### src/rtl/fwd_hazard_unit_pkg.sv
// rtl/fwd_hazard_unit_pkg.sv - shared types and constants for the forwarding/hazard unit
package hazard_pkg;

    typedef enum logic [1:0] {
        FWD_RF      = 2'b00,
        FWD_EX      = 2'b01,
        FWD_MEM_ALU = 2'b10,
        FWD_MEM_LD  = 2'b11
    } fwd_sel_e;

    typedef enum logic {
        RUN      = 1'b0,
        MEM_WAIT = 1'b1
    } hz_state_e;

    localparam int unsigned REG_ZERO = 0;

endpackage

### src/rtl/fwd_hazard_unit_if.sv
// rtl/fwd_hazard_unit_if.sv - decode-stage operand/stall bundle between pipeline and hazard unit
interface fwd_hazard_unit_if #(
  parameter int NREAD = 2,
  parameter int AW    = 5,
  parameter int CNT_W = 16
);
  logic [NREAD*AW-1:0] id_rs_addr;
  logic [NREAD-1:0]    id_rs_used;
  logic [AW-1:0]       ex_rd;
  logic                ex_wen;
  logic                ex_is_load;
  logic [AW-1:0]       mem_rd;
  logic                mem_wen;
  logic                mem_wb_sel;
  logic                mem_is_load;
  logic                mem_rsp_valid;
  logic                flush_ex;
  logic [NREAD*2-1:0]  fwd_sel;
  logic                stall_pc;
  logic                stall_ifid;
  logic                bubble_idex;
  logic                freeze_back;
  logic                timeout_err;
  logic [CNT_W-1:0]    stall_cnt;

  modport master (
    output id_rs_addr, id_rs_used, ex_rd, ex_wen, ex_is_load, mem_rd, mem_wen,
           mem_wb_sel, mem_is_load, mem_rsp_valid, flush_ex,
    input  fwd_sel, stall_pc, stall_ifid, bubble_idex, freeze_back, timeout_err, stall_cnt
  );

  modport slave (
    input  id_rs_addr, id_rs_used, ex_rd, ex_wen, ex_is_load, mem_rd, mem_wen,
           mem_wb_sel, mem_is_load, mem_rsp_valid, flush_ex,
    output fwd_sel, stall_pc, stall_ifid, bubble_idex, freeze_back, timeout_err, stall_cnt
  );
endinterface

### src/rtl/fwd_hazard_unit_fwd_port_sel.sv
// rtl/fwd_hazard_unit_fwd_port_sel.sv - forwarding select for one decode source port
module fwd_port_sel
  import hazard_pkg::*;
#(
  parameter int AW = 5
) (
  input  logic [AW-1:0] addr_i,
  input  logic [AW-1:0] ex_rd_i,
  input  logic          ex_wen_i,
  input  logic [AW-1:0] mem_rd_i,
  input  logic          mem_wen_i,
  input  logic          mem_wb_sel_i,
  output fwd_sel_e      fwd_sel_o,
  output logic          hit_ex_o
);
  logic hit_mem;

  assign hit_ex_o = ex_wen_i && (ex_rd_i != AW'(REG_ZERO)) && (addr_i == ex_rd_i);
  assign hit_mem  = mem_wen_i && (mem_rd_i != AW'(REG_ZERO)) && (addr_i == mem_rd_i);

  // The younger producer in EX holds the newest value, so it wins over MEM.
  always_comb begin
    fwd_sel_o = FWD_RF;
    if (hit_ex_o) begin
      fwd_sel_o = FWD_EX;
    end else if (hit_mem) begin
      fwd_sel_o = mem_wb_sel_i ? FWD_MEM_ALU : FWD_MEM_LD;
    end
  end
endmodule

### src/rtl/fwd_hazard_unit.sv
// rtl/fwd_hazard_unit.sv - ID-stage forwarding selects, load-use interlock and MEM wait freeze
module fwd_hazard_unit
  import hazard_pkg::*;
#(
  parameter int NREAD   = 2,
  parameter int AW      = 5,
  parameter int TIMEOUT = 64,
  parameter int CNT_W   = 16
) (
  input  logic              clk,
  input  logic              rst_n,
  fwd_hazard_unit_if.slave  bus
);
  localparam int WAIT_W = $clog2(TIMEOUT + 1);

  logic [NREAD-1:0]   hit_ex;
  logic [NREAD*2-1:0] sel_raw;

  for (genvar g = 0; g < NREAD; g++) begin : g_port
    fwd_sel_e sel;

    fwd_port_sel #(.AW(AW)) u_sel (
      .addr_i       (bus.id_rs_addr[g*AW +: AW]),
      .ex_rd_i      (bus.ex_rd),
      .ex_wen_i     (bus.ex_wen),
      .mem_rd_i     (bus.mem_rd),
      .mem_wen_i    (bus.mem_wen),
      .mem_wb_sel_i (bus.mem_wb_sel),
      .fwd_sel_o    (sel),
      .hit_ex_o     (hit_ex[g])
    );

    assign sel_raw[g*2 +: 2] = sel;
  end

  logic lu;
  logic mem_stall;
  logic stall_any;

  assign lu        = bus.ex_is_load && (|(bus.id_rs_used & hit_ex)) && !bus.flush_ex;
  assign mem_stall = bus.mem_is_load && !bus.mem_rsp_valid;
  assign stall_any = mem_stall || lu;

  hz_state_e        state_q;
  logic [WAIT_W-1:0] wait_q;
  logic             err_q;
  logic [CNT_W-1:0] cnt_q;

  // wait_q holds the number of consecutive stalled cycles seen so far, capped at TIMEOUT.
  always_ff @(posedge clk) begin
    if (!rst_n) begin
      state_q <= RUN;
      wait_q  <= '0;
      err_q   <= 1'b0;
      cnt_q   <= '0;
    end else begin
      if (stall_any && (cnt_q != '1)) begin
        cnt_q <= cnt_q + CNT_W'(1);
      end
      case (state_q)
        RUN: begin
          if (mem_stall) begin
            state_q <= MEM_WAIT;
            wait_q  <= WAIT_W'(1);
          end
        end
        MEM_WAIT: begin
          if (mem_stall) begin
            if (wait_q == WAIT_W'(TIMEOUT)) begin
              err_q <= 1'b1;
            end else begin
              wait_q <= wait_q + WAIT_W'(1);
            end
          end else begin
            state_q <= RUN;
            wait_q  <= '0;
          end
        end
        default: begin
          state_q <= RUN;
          wait_q  <= '0;
        end
      endcase
    end
  end

  // Everything is masked while reset is asserted, even before the first edge lands.
  assign bus.fwd_sel     = rst_n ? sel_raw : '0;
  assign bus.stall_pc    = rst_n && stall_any;
  assign bus.stall_ifid  = rst_n && stall_any;
  assign bus.bubble_idex = rst_n && lu && !mem_stall;
  assign bus.freeze_back = rst_n && mem_stall;
  assign bus.timeout_err = rst_n && err_q;
  assign bus.stall_cnt   = rst_n ? cnt_q : '0;
endmodule

### src/flat_wrapper.sv
// flat-port wrapper written by rule: the top's interface ports become plain ports
module fwd_hazard_unit_flat import hazard_pkg::*;
#(
  parameter int NREAD   = 2,
  parameter int AW      = 5,
  parameter int TIMEOUT = 64,
  parameter int CNT_W   = 16
)
  (clk, rst_n, bus_id_rs_addr, bus_id_rs_used, bus_ex_rd, bus_ex_wen, bus_ex_is_load, bus_mem_rd, bus_mem_wen, bus_mem_wb_sel, bus_mem_is_load, bus_mem_rsp_valid, bus_flush_ex, bus_fwd_sel, bus_stall_pc, bus_stall_ifid, bus_bubble_idex, bus_freeze_back, bus_timeout_err, bus_stall_cnt);
  fwd_hazard_unit_if #(.NREAD(NREAD), .AW(AW), .CNT_W(CNT_W)) bus_i ();
  input  logic clk;
  input  logic rst_n;
  input wire logic [$bits(bus_i.id_rs_addr)-1:0] bus_id_rs_addr;
  input wire logic [$bits(bus_i.id_rs_used)-1:0] bus_id_rs_used;
  input wire logic [$bits(bus_i.ex_rd)-1:0] bus_ex_rd;
  input wire logic [$bits(bus_i.ex_wen)-1:0] bus_ex_wen;
  input wire logic [$bits(bus_i.ex_is_load)-1:0] bus_ex_is_load;
  input wire logic [$bits(bus_i.mem_rd)-1:0] bus_mem_rd;
  input wire logic [$bits(bus_i.mem_wen)-1:0] bus_mem_wen;
  input wire logic [$bits(bus_i.mem_wb_sel)-1:0] bus_mem_wb_sel;
  input wire logic [$bits(bus_i.mem_is_load)-1:0] bus_mem_is_load;
  input wire logic [$bits(bus_i.mem_rsp_valid)-1:0] bus_mem_rsp_valid;
  input wire logic [$bits(bus_i.flush_ex)-1:0] bus_flush_ex;
  output wire logic [$bits(bus_i.fwd_sel)-1:0] bus_fwd_sel;
  output wire logic [$bits(bus_i.stall_pc)-1:0] bus_stall_pc;
  output wire logic [$bits(bus_i.stall_ifid)-1:0] bus_stall_ifid;
  output wire logic [$bits(bus_i.bubble_idex)-1:0] bus_bubble_idex;
  output wire logic [$bits(bus_i.freeze_back)-1:0] bus_freeze_back;
  output wire logic [$bits(bus_i.timeout_err)-1:0] bus_timeout_err;
  output wire logic [$bits(bus_i.stall_cnt)-1:0] bus_stall_cnt;
  assign bus_i.id_rs_addr = bus_id_rs_addr;
  assign bus_i.id_rs_used = bus_id_rs_used;
  assign bus_i.ex_rd = bus_ex_rd;
  assign bus_i.ex_wen = bus_ex_wen;
  assign bus_i.ex_is_load = bus_ex_is_load;
  assign bus_i.mem_rd = bus_mem_rd;
  assign bus_i.mem_wen = bus_mem_wen;
  assign bus_i.mem_wb_sel = bus_mem_wb_sel;
  assign bus_i.mem_is_load = bus_mem_is_load;
  assign bus_i.mem_rsp_valid = bus_mem_rsp_valid;
  assign bus_i.flush_ex = bus_flush_ex;
  assign bus_fwd_sel = bus_i.fwd_sel;
  assign bus_stall_pc = bus_i.stall_pc;
  assign bus_stall_ifid = bus_i.stall_ifid;
  assign bus_bubble_idex = bus_i.bubble_idex;
  assign bus_freeze_back = bus_i.freeze_back;
  assign bus_timeout_err = bus_i.timeout_err;
  assign bus_stall_cnt = bus_i.stall_cnt;
  fwd_hazard_unit #(.NREAD(NREAD), .AW(AW), .TIMEOUT(TIMEOUT), .CNT_W(CNT_W)) u_core (.clk(clk), .rst_n(rst_n), .bus(bus_i));
endmodule
### config.mk
export PLATFORM = sky130hd
export DESIGN_NAME = fwd_hazard_unit_flat
export DESIGN_NICKNAME = d
export VERILOG_FILES = /design/src/rtl/fwd_hazard_unit_pkg.sv /design/src/rtl/fwd_hazard_unit_if.sv /design/src/rtl/fwd_hazard_unit_fwd_port_sel.sv /design/src/rtl/fwd_hazard_unit.sv /design/src/flat_wrapper.sv
export SDC_FILE = /design/constraint.sdc
export NUM_CORES = 1
export LEC_CHECK = 0
export ABC_AREA = 0
export ABC_CLOCK_PERIOD_IN_PS = 3000
export CAP_MARGIN = 20
export CORE_AREA = 2 2 67 69
export CTS_BUF_LIST = sky130_fd_sc_hd__clkbuf_4 sky130_fd_sc_hd__clkbuf_8
export DETAILED_ROUTE_END_ITERATION = 16
export DIE_AREA = 0 0 69 71
export PLACE_DENSITY_LB_ADDON = 0.25
export RECOVER_POWER = 50
export SKIP_LAST_GASP = 1
export SYNTH_ARGS = -nofsm -noshare
export SYNTH_HDL_FRONTEND = slang
export SYNTH_HIERARCHICAL = 1
export SYNTH_SLANG_ARGS = --single-unit
### constraint.sdc
create_clock -name clk -period 3 [get_ports clk]
set_clock_uncertainty 0.15 [all_clocks]
set_input_delay 0.75 -clock clk [delete_from_list [all_inputs] [get_ports clk]]
set_output_delay 0.75 -clock clk [all_outputs]
set_load 0.01 [all_outputs]
==> results.py, run 1 <==
metrics = {
    "status": {
        "outcome": "finished, final reports clean",
    },
    "cts": {
        "root_buffer": "clkbuf_8",
        "clkLatencyLatePin_ps": 260,
        "hold_buffers": 0,
        "cts.sinks": 25,
        "cts_buffers": 3,
        "htreeDepth": 1,
        "cts_tree": "built",
        "clockBufferDepth": 2,
        "path_clk_slew_ps": 80,
    },
    "synth": {
        "synth_top_area_share_pct": 27.8,
        "netlist_area_mm2": 0.00180,
        "yosys-top-cells-area": "dfxtp_1 (28%), and2_1 (7.6%), xor2_1 (6.8%)",
        "synth_seq_cells": 25,
        "synth.yosys.seq_area_share_pct": 27.8,
        "avgSynthCellArea_um2": 8.03,
        "synth_cells": 224,
        "yosysWarnings": 6,
        "synth_top_cell_by_area": "dfxtp_1",
        "synth_fp_nets": 258,
        "ys_types": 46,
    },
    "floorplanning": {
        "die_w_um": 69,
        "die_h_um": 71,
        "die_area_mm2": 0.00490,
        "initial_core_util_pct": 42.8,
        "rows": 24,
        "core_mm2": 0.00420,
        "ioPinCount": 56,
    },
    "timing": {
        "final-hold-violation-count": 0,
        "min_period_ps": 2950,
        "drv_slew": 0,
        "relSlewSlack_pct": 56.6,
        "tightest_slew_ps": 646,
        "rsz0062_at_grt": "true",
        "fin_crit_sh_pct": 98.4,
        "fmax_mhz": 339,
        "setup_viol": 0,
    },
    "drt": {
        "via_per_inst": 5.32,
        "drt-initial-drc-count": 68,
        "vias": 1863,
        "postRouteAntennaNets": 0,
        "wl_per_cell_um": 14.1,
        "wirelength_um": 4940,
        "drc": 0,
        "drt_first_pass_iters": 4,
    },
    "finish": {
        "mostFrequentLayoutCell": "dfxtp_1",
        "drive_above_1_share_pct": 24.8,
        "diodes": 0,
        "fin_nets": 333,
        "fillers": 397,
        "area_growth_pct": 43.3,
        "final_cell_mix": "dfxtp_1 (25), nor2_1 (23), and2_1 (21)",
        "instances_no_fill": 350,
    },
    "hold_path": {
        "hold_path.startpoint": "u_core/err_q$_SDFFE_PN0P_",
        "hold_depth": 2,
        "hold_path_end": "u_core/err_q$_SDFFE_PN0P_",
        "hold_path.class": "flop to flop",
    },
    "critical_path": {
        "worst-path-buf-inv": 2,
        "rr_worst_depth": 5,
        "path_delay_family": "simple AND/OR/NAND/NOR gates",
        "cp.arrival_ps": 2050,
        "critical_path.max_stage_delay_ps": 250,
        "worstPathRequired_ps": 2100,
        "cp_max_fo": 3,
        "endpoint_kind": "output port",
        "start_kind": "primary input",
        "slowest_stage": "and4_4",
        "cp_cell_sequence": "clkdlybuf4s15_1 > xor2_1 > nor3_2 > and4_4 > a22oi_2 > o21a_1 > nor2_2 > buf_2",
        "r2r_setup_slack_ps": 790,
        "r2r-end": "u_core/cnt_q[13]$_SDFFE_PN0P_",
        "critPathKind": "primary input to output port",
        "r2r-start": "u_core/cnt_q[0]$_SDFFE_PN0P_",
    },
    "placed_design": {
        "placedCellCount": 345,
        "port_buffers": 55,
        "place_congestion": 0.901,
        "dpl.hpwl_um": 3780,
    },
    "grt": {
        "grt_pass1_wl_um": 8370,
        "antenna_found_initial": 0,
        "grt_start_max_net_pins": 20,
        "grt_overflow_total": 0,
        "track_usage_pct": 20.5,
        "grt_pass1_vias": 1813,
    },
    "job": {
        "maxCapViolCount": 0,
    },
    "power_and_ir_drop": {
        "ir_drop_mv": 0.227,
        "power_per_cell_area_mw_per_mm2": 268,
        "p_leak_nw": 1.07,
        "p_total_mw": 0.691,
    },
}
layout make-up:
class / count / area (um^2) / area share, %
multi-input cells: 186 / 1300 / 50.4
repair buffers: 78 / 646 / 25.0
flip-flops and latches: 25 / 500 / 19.4
well taps: 52 / 65.1 / 2.52
clock buffers: 4 / 48.8 / 1.89
inverters: 5 / 18.8 / 0.728
metrics by stage:
step	util, %	worst slack (ps)	hold slack, ps	setup TNS [ps]	area [um^2]
CTS	61.2	-30.8	331	-59.2	2570
finish	61.3	48.5	326	0	2580
global placement	60.2	-745	293	-7670	2530
detailed placement	60.2	-782	310	-9080	2530
global route	61.3	-29.0	346	-61.5	2580
floorplan	-	60.8	282	0	1800
cell usage after synthesis, drive strengths merged:
library cell  count
a21boi            2
a21o              1
a21oi             9
a22oi             1
a31oi             1
and2             22
and3              3
and4              4
buf               4
clkbuf            4
dfxtp            25
ha                3
inv               5
mux2             11
nand2            14
nand2b            3
nand3             7
nand3b            1
nand4             7
nor2             24
nor2b             1
nor3             10
nor3b             1
nor4             11
o2111ai           2
o211ai            1
o21a              1
o21ai            11
o21bai            4
o31ai             3
o41ai             1
or2               3
or3               3
or4               2
or4b              1
xnor2             4
xor2             14
routing by layer:
layer  global-route usage (%)  routed length (um)  vias up
li1                         -                   -      953
met1                     27.4                2370      855
met2                     34.4                2330       51
met5                        0                   0        -
met4                     6.10                  45        0
met3                     2.99                 200        4
state kept, by name (all words and copies together) (netlist names):
register,count
u_core/cnt_q,16
u_core/wait_q,7
u_core/err_q,1
u_core/state_q,1
worst min-delay path: stages (launching register included):
cell,delay (ps)
dfxtp_1,330
nor2_1,50
nor2_1,70
report_power, final:
part / switching, mW / leakage, nW / total (mW) / internal [mW]
combinational: 0.0727 / 0.845 / 0.148 / 0.0750
sequential: 0.00410 / 0.202 / 0.339 / 0.334
clock: 0.101 / 0.0262 / 0.205 / 0.104
total: 0.178 / 1.07 / 0.691 / 0.513
worst max path at each step:
| stage | start | endpoint | slack [ps] | cells past startpoint |
|---|---|---|---|---|
| 2_1_floorplan | bus_ex_rd[0] | bus_stall_pc | 60 | 8 |
| 3_3_place_gp | bus_ex_rd[2] | bus_bubble_idex | -750 | 7 |
| 3_5_place_dp | bus_ex_rd[3] | bus_stall_pc | -780 | 9 |
| 4_1_cts | bus_id_rs_addr[2] | bus_stall_pc | -30 | 8 |
| 5_1_grt | bus_ex_rd[0] | bus_stall_pc | -30 | 8 |
| 6_report | bus_id_rs_addr[5] | bus_stall_pc | 50 | 8 |
kinds of logic (layout without fill, tap and decap cells):
| kind of cell | count (synthesis) | in the layout | synth area share (%) |
|---|---|---|---|
| adders and majority gates | 3 | 3 | 2.09 |
| xor gates and xnor gates | 18 | 18 | 8.76 |
| AOI/OAI and AO/OA | 37 | 37 | 12.8 |
| buffers and inverters | 13 | 87 | 3.82 |
| muxes | 11 | 11 | 6.88 |
| and+or+nand+nor | 117 | 117 | 37.8 |
| DFF | 25 | 25 | 27.8 |
timing repair:
item,in CTS,in global routing
pin swaps,20,18
buffers inserted,3,0
cloned,0,0
endpoints found under the setup margin,30,7
gates resized for setup,93,23
(Power assumes the default switching activity.)
==> inputs of run 2 (changes only) <==
ABC_CLOCK_PERIOD_IN_PS = 2800   (was 3000)
PLACE_DENSITY = 0.83   (was default)
PLACE_DENSITY_LB_ADDON = default   (was 0.25)
clock period = 2.8 ns   (was 3 ns; I/O delays follow)
==> results.py, run 2 (synthesis results as in run 1) <==
metrics = {
    "finish": {
        "drive_above_1_share_pct": 24.4,
        "largest_reg_flops": 16,
        "finalInstanceArea_mm2": 0.00254,
        "max_flop_register": "u_core/cnt_q",
        "reg.largest.list": "u_core/cnt_q x16, u_core/wait_q x7",
        "instances_no_fill": 343,
        "fin_nets": 326,
        "fillers": 372,
        "area_growth_pct": 41.4,
        "final_cell_mix": "dfxtp_1 (25), nor2_1 (23), and2_1 (22)",
        "diodes": 0,
        "mostFrequentLayoutCell": "dfxtp_1",
    },
    "timing": {
        "fin_ws_ps": -28.1,
        "drv_slew": 0,
        "fin_crit_sh_pct": 101,
        "whs_ps": 318,
        "fmax_mhz": 354,
        "tightest_slew_ps": 647,
        "min_period_ps": 2830,
        "final-hold-violation-count": 0,
        "relSlewSlack_pct": 56.5,
        "setup_viol": 1,
        "rsz0062_at_grt": "true",
    },
    "critical_path": {
        "path_delay_family": "buffers and inverters",
        "critical_path.max_stage_delay_ps": 560,
        "cp_cell_sequence": "dlygate4sd3_1 > nand2b_1 > buf_4 > nor2_1 > dlygate4sd2_1",
        "worst-path-buf-inv": 3,
        "cp.arrival_ps": 1980,
        "start_kind": "primary input",
        "cp_max_fo": 4,
        "slowest_stage": "dlygate4sd3_1",
        "critPathKind": "primary input to output port",
        "worstPathRequired_ps": 1950,
        "endpoint_kind": "output port",
    },
    "cts": {
        "cts_buffers": 3,
        "cts_tree": "built",
        "hold_buffers": 0,
        "htreeDepth": 1,
        "clkLatencyLatePin_ps": 270,
        "cts.sinks": 25,
        "clockBufferDepth": 2,
        "path_clk_slew_ps": 80,
        "root_buffer": "clkbuf_8",
    },
    "floorplanning": {
        "ioPinCount": 56,
        "die_area_mm2": 0.00490,
        "core_mm2": 0.00420,
        "die_w_um": 69,
        "rows": 24,
        "initial_core_util_pct": 42.8,
        "die_h_um": 71,
    },
    "placed_design": {
        "placedCellCount": 337,
        "port_buffers": 55,
        "placed_area_mm2": 0.00248,
        "place_congestion": 0.853,
        "dpl.hpwl_um": 3520,
    },
    "status": {
        "violations": "setup timing",
        "outcome": "complete, but fails checks",
    },
    "power_and_ir_drop": {
        "p_total_mw": 0.736,
        "power_per_cell_area_mw_per_mm2": 289,
        "ir_drop_mv": 0.168,
        "p_leak_nw": 1.04,
    },
    "job": {
        "maxCapViolCount": 0,
    },
    "drt": {
        "drt_first_pass_iters": 5,
        "wl_per_cell_um": 13.9,
        "vias": 1914,
        "drt-initial-drc-count": 59,
        "drc": 0,
        "postRouteAntennaNets": 0,
        "via_per_inst": 5.58,
        "wirelength_um": 4770,
    },
    "grt": {
        "grt_overflow_total": 0,
        "grt_start_max_net_pins": 23,
        "grt_pass1_wl_um": 7910,
        "antenna_found_initial": 0,
        "track_usage_pct": 19.1,
        "grt_pass1_vias": 1875,
    },
    "hold_path": {
        "hold_path.class": "flop to flop",
    },
}
[run 2: changes by cell type in the layout (fill, tap and decap cells not counted), sizes merged]
cell,before,now
dlygate4sd2,10,5
buf,36,33
dlygate4sd3,3,6
clkdlybuf4s50,20,18
[run 2: through the flow]
| stage | worst slack (ps) | util, % | setup TNS, ps |
|---|---|---|---|
| after global placement | -784 | 59.0 | -13680 |
| after CTS | -49.2 | 60.1 | -72.1 |
| after global routing | -94.3 | 60.5 | -395 |
| after floorplan | 17.1 | - | 0 |
| final | -28.1 | 60.5 | -28.1 |
| after detailed placement | -832 | 59.0 | -14530 |
[run 2: worst paths after layout]
kind,start,end,slack [ps],cells past startpoint
setup / recovery,bus_mem_rsp_valid,bus_freeze_back,-30,5
hold / removal,u_core/err_q$_SDFFE_PN0P_,u_core/err_q$_SDFFE_PN0P_,320,2
setup reg to reg,u_core/cnt_q[0]$_SDFFE_PN0P_,u_core/cnt_q[13]$_SDFFE_PN0P_,630,5
hold reg to reg,u_core/err_q$_SDFFE_PN0P_,u_core/err_q$_SDFFE_PN0P_,320,2
[run 2: layout make-up]
type	instances	area (um^2)	share of cell area [%]
Clock buffer	4	48.8	1.92
Inverter	5	18.8	0.738
Multi-Input combinational cell	186	1290	50.6
Sequential cell	25	500	19.7
Tap cell	52	65.1	2.56
Timing Repair Buffer	71	624	24.5
[run 2: repair_timing]
action / 4_1_cts / 5_1_grt
endpoints found under the setup margin: 36 / 13
resized for setup: 114 / 18
pin swaps: 21 / 12
setup buffers: 3 / 0
[run 2: worst register-to-register path, delay by kind of cell (launching register included)]
| kind | cells | cell delay, ps |
|---|---|---|
| AND/OR/NAND/NOR | 3 | 960 |
| adder cells (fa/ha/maj) | 1 | 250 |
| flip-flops | 1 | 410 |
| multiplexers | 1 | 300 |
[run 2: power breakdown]
part           total [mW]  internal, mW  switching (mW)
Sequential          0.363         0.358         0.00419
Clock               0.223         0.111           0.111
Combinational       0.151        0.0780          0.0731
Total               0.736         0.548           0.189
[run 2: routing by layer]
metal	wire (um)	GRT usage, %	part of all wire, %	up-vias
met5	0	0	0	-
met4	44	6.54	0.92	0
met3	263	3.70	5.5	6
met2	2370	34.1	50	58
met1	2090	23.1	44	901
li1	-	-	-	949
==> inputs of run 3 (changes only) <==
SKIP_CTS_REPAIR_TIMING = 1   (was default)
==> results.py, run 3 (synthesis results as in run 1) <==
metrics = {
    "drt": {
        "postRouteAntennaNets": 0,
        "wl_per_cell_um": 14.1,
        "vias": 1923,
        "wirelength_um": 4840,
        "via_per_inst": 5.62,
        "drt_first_pass_iters": 4,
        "drc": 0,
        "drt-initial-drc-count": 70,
    },
    "cts": {
        "path_clk_slew_ps": 80,
        "clockBufferDepth": 2,
        "cts_buffers": 3,
        "cts_tree": "built",
        "root_buffer": "clkbuf_8",
        "htreeDepth": 1,
        "clkLatencyLatePin_ps": 270,
        "cts.sinks": 25,
    },
    "critical_path": {
        "cp_max_fo": 4,
        "critPathKind": "primary input to output port",
        "worstPathRequired_ps": 1950,
        "endpoint_kind": "output port",
        "start_kind": "primary input",
        "cp.arrival_ps": 2030,
    },
    "power_and_ir_drop": {
        "pwr-share-comb_pct": 20.7,
        "p_seq_share_pct": 49.0,
        "p_leak_nw": 1.17,
        "p_clk_share_pct": 30.3,
        "ir_drop_mv": 0.167,
        "power_switching_mw": 0.191,
        "intPower_mw": 0.548,
        "swShare_pct": 25.8,
        "power_per_cell_area_mw_per_mm2": 284,
    },
    "timing": {
        "fmax_mhz": 348,
        "whs_ps": 322,
        "drv_slew": 0,
        "rsz0062_at_grt": "true",
        "fin_crit_sh_pct": 103,
        "fin_ws_ps": -76.1,
        "min_period_ps": 2880,
        "final-hold-violation-count": 0,
        "setup_viol": 2,
        "tightest_slew_ps": 633,
        "relSlewSlack_pct": 57.5,
    },
    "placed_design": {
        "place_congestion": 0.853,
        "port_buffers": 55,
        "dpl.hpwl_um": 3520,
        "place_ws_ps": -832,
    },
    "grt": {
        "grt_start_max_net_pins": 23,
        "grt_pass1_wl_um": 7710,
        "grt_pass1_vias": 1831,
        "grt_overflow_total": 0,
        "antenna_found_initial": 0,
        "track_usage_pct": 18.6,
    },
    "floorplanning": {
        "die_h_um": 71,
        "ioPinCount": 56,
        "rows": 24,
        "die_w_um": 69,
        "initial_core_util_pct": 42.8,
        "die_area_mm2": 0.00490,
        "core_mm2": 0.00420,
    },
    "finish": {
        "fin_nets": 325,
        "seq_area_um2": 500,
        "max_flop_register": "u_core/cnt_q",
        "multi_input_area_mm2": 0.00130,
        "area_growth_pct": 44.6,
        "final_cell_mix": "dfxtp_1 (25), clkdlybuf4s50_1 (24), nor2_1 (23)",
        "mostFrequentLayoutCell": "dfxtp_1",
        "fillers": 363,
        "largest_reg_flops": 16,
        "reg.largest.list": "u_core/cnt_q x16, u_core/wait_q x7",
        "drive_above_1_share_pct": 20.3,
        "diodes": 0,
    },
    "job": {
        "maxCapViolCount": 0,
    },
    "status": {
        "outcome": "complete, but fails checks",
        "violations": "setup timing",
    },
    "hold_path": {
        "hold_path.class": "flop to flop",
    },
}
-- run 3: changes by cell type in the layout (fill, tap and decap cells not counted), moves of 2 or more --
cell,previous run,this run
dlymetal6s2s_1,0,17
clkdlybuf4s50_1,18,24
buf_6,10,5
dlygate4sd2_1,5,0
dlygate4sd3_1,6,1
buf_2,8,4
clkbuf_2,6,4
-- run 3: worst max-delay path, stage by stage --
cell and delay, ps:
buf_2 150, xor2_1 180, nor3_2 150, and4_4 250
a22oi_2 110, o21a_1 230, nor2_4 120, clkbuf_2 140
-- run 3: path summary, 6_finish.rpt --
| check | slack, ps | cells past startpoint | from | to |
|---|---|---|---|---|
| worst min register to register | 320 | 2 | u_core/err_q$_SDFFE_PN0P_ | u_core/err_q$_SDFFE_PN0P_ |
| worst min-delay path | 320 | 2 | u_core/err_q$_SDFFE_PN0P_ | u_core/err_q$_SDFFE_PN0P_ |
| worst max register to register | 630 | 5 | u_core/cnt_q[0]$_SDFFE_PN0P_ | u_core/cnt_q[13]$_SDFFE_PN0P_ |
| worst max-delay path | -80 | 8 | bus_ex_rd[2] | bus_stall_pc |
-- run 3: layout make-up --
class | count | area share [%]
sequential | 25 | 19.2
tap | 52 | 2.50
multi-input combinational | 186 | 49.9
clock buffer | 4 | 1.87
timing repair buffer | 70 | 25.8
inverter | 5 | 0.721
-- run 3: per-layer routing --
metal	vias to the layer above	GRT usage [%]	part of all wire, %
li1	949	-	-
met1	896	22.3	44
met2	70	32.1	48
met3	8	4.27	6.5
met4	0	7.63	0.97
met5	-	0	0
-- run 3: per-stage QoR --
stage / instance area (um^2) / std cells / TNS (ps) / total power, mW / util, %
after floorplan: 1810 / 224 / 0 / 0.433 / -
after CTS: 2530 / 341 / -10530 / 0.744 / 60.2
after detailed placement: 2480 / 337 / -14530 / 0.518 / 59.0
final: 2600 / 342 / -121 / 0.739 / 61.9
after global placement: 2480 / 337 / -13680 / 0.516 / 59.0
after global routing: 2600 / 342 / -363 / 0.774 / 61.9
-- run 3: power by group through the flow --
stage / registers (mW) / logic, mW / clock network (mW)
2_1_floorplan: 0.369 / 0.0630 / 0
3_3_place_gp: 0.371 / 0.145 / 0
3_5_place_dp: 0.371 / 0.148 / 0
4_1_cts: 0.362 / 0.149 / 0.233
5_1_grt: 0.363 / 0.166 / 0.245
6_report: 0.362 / 0.153 / 0.224
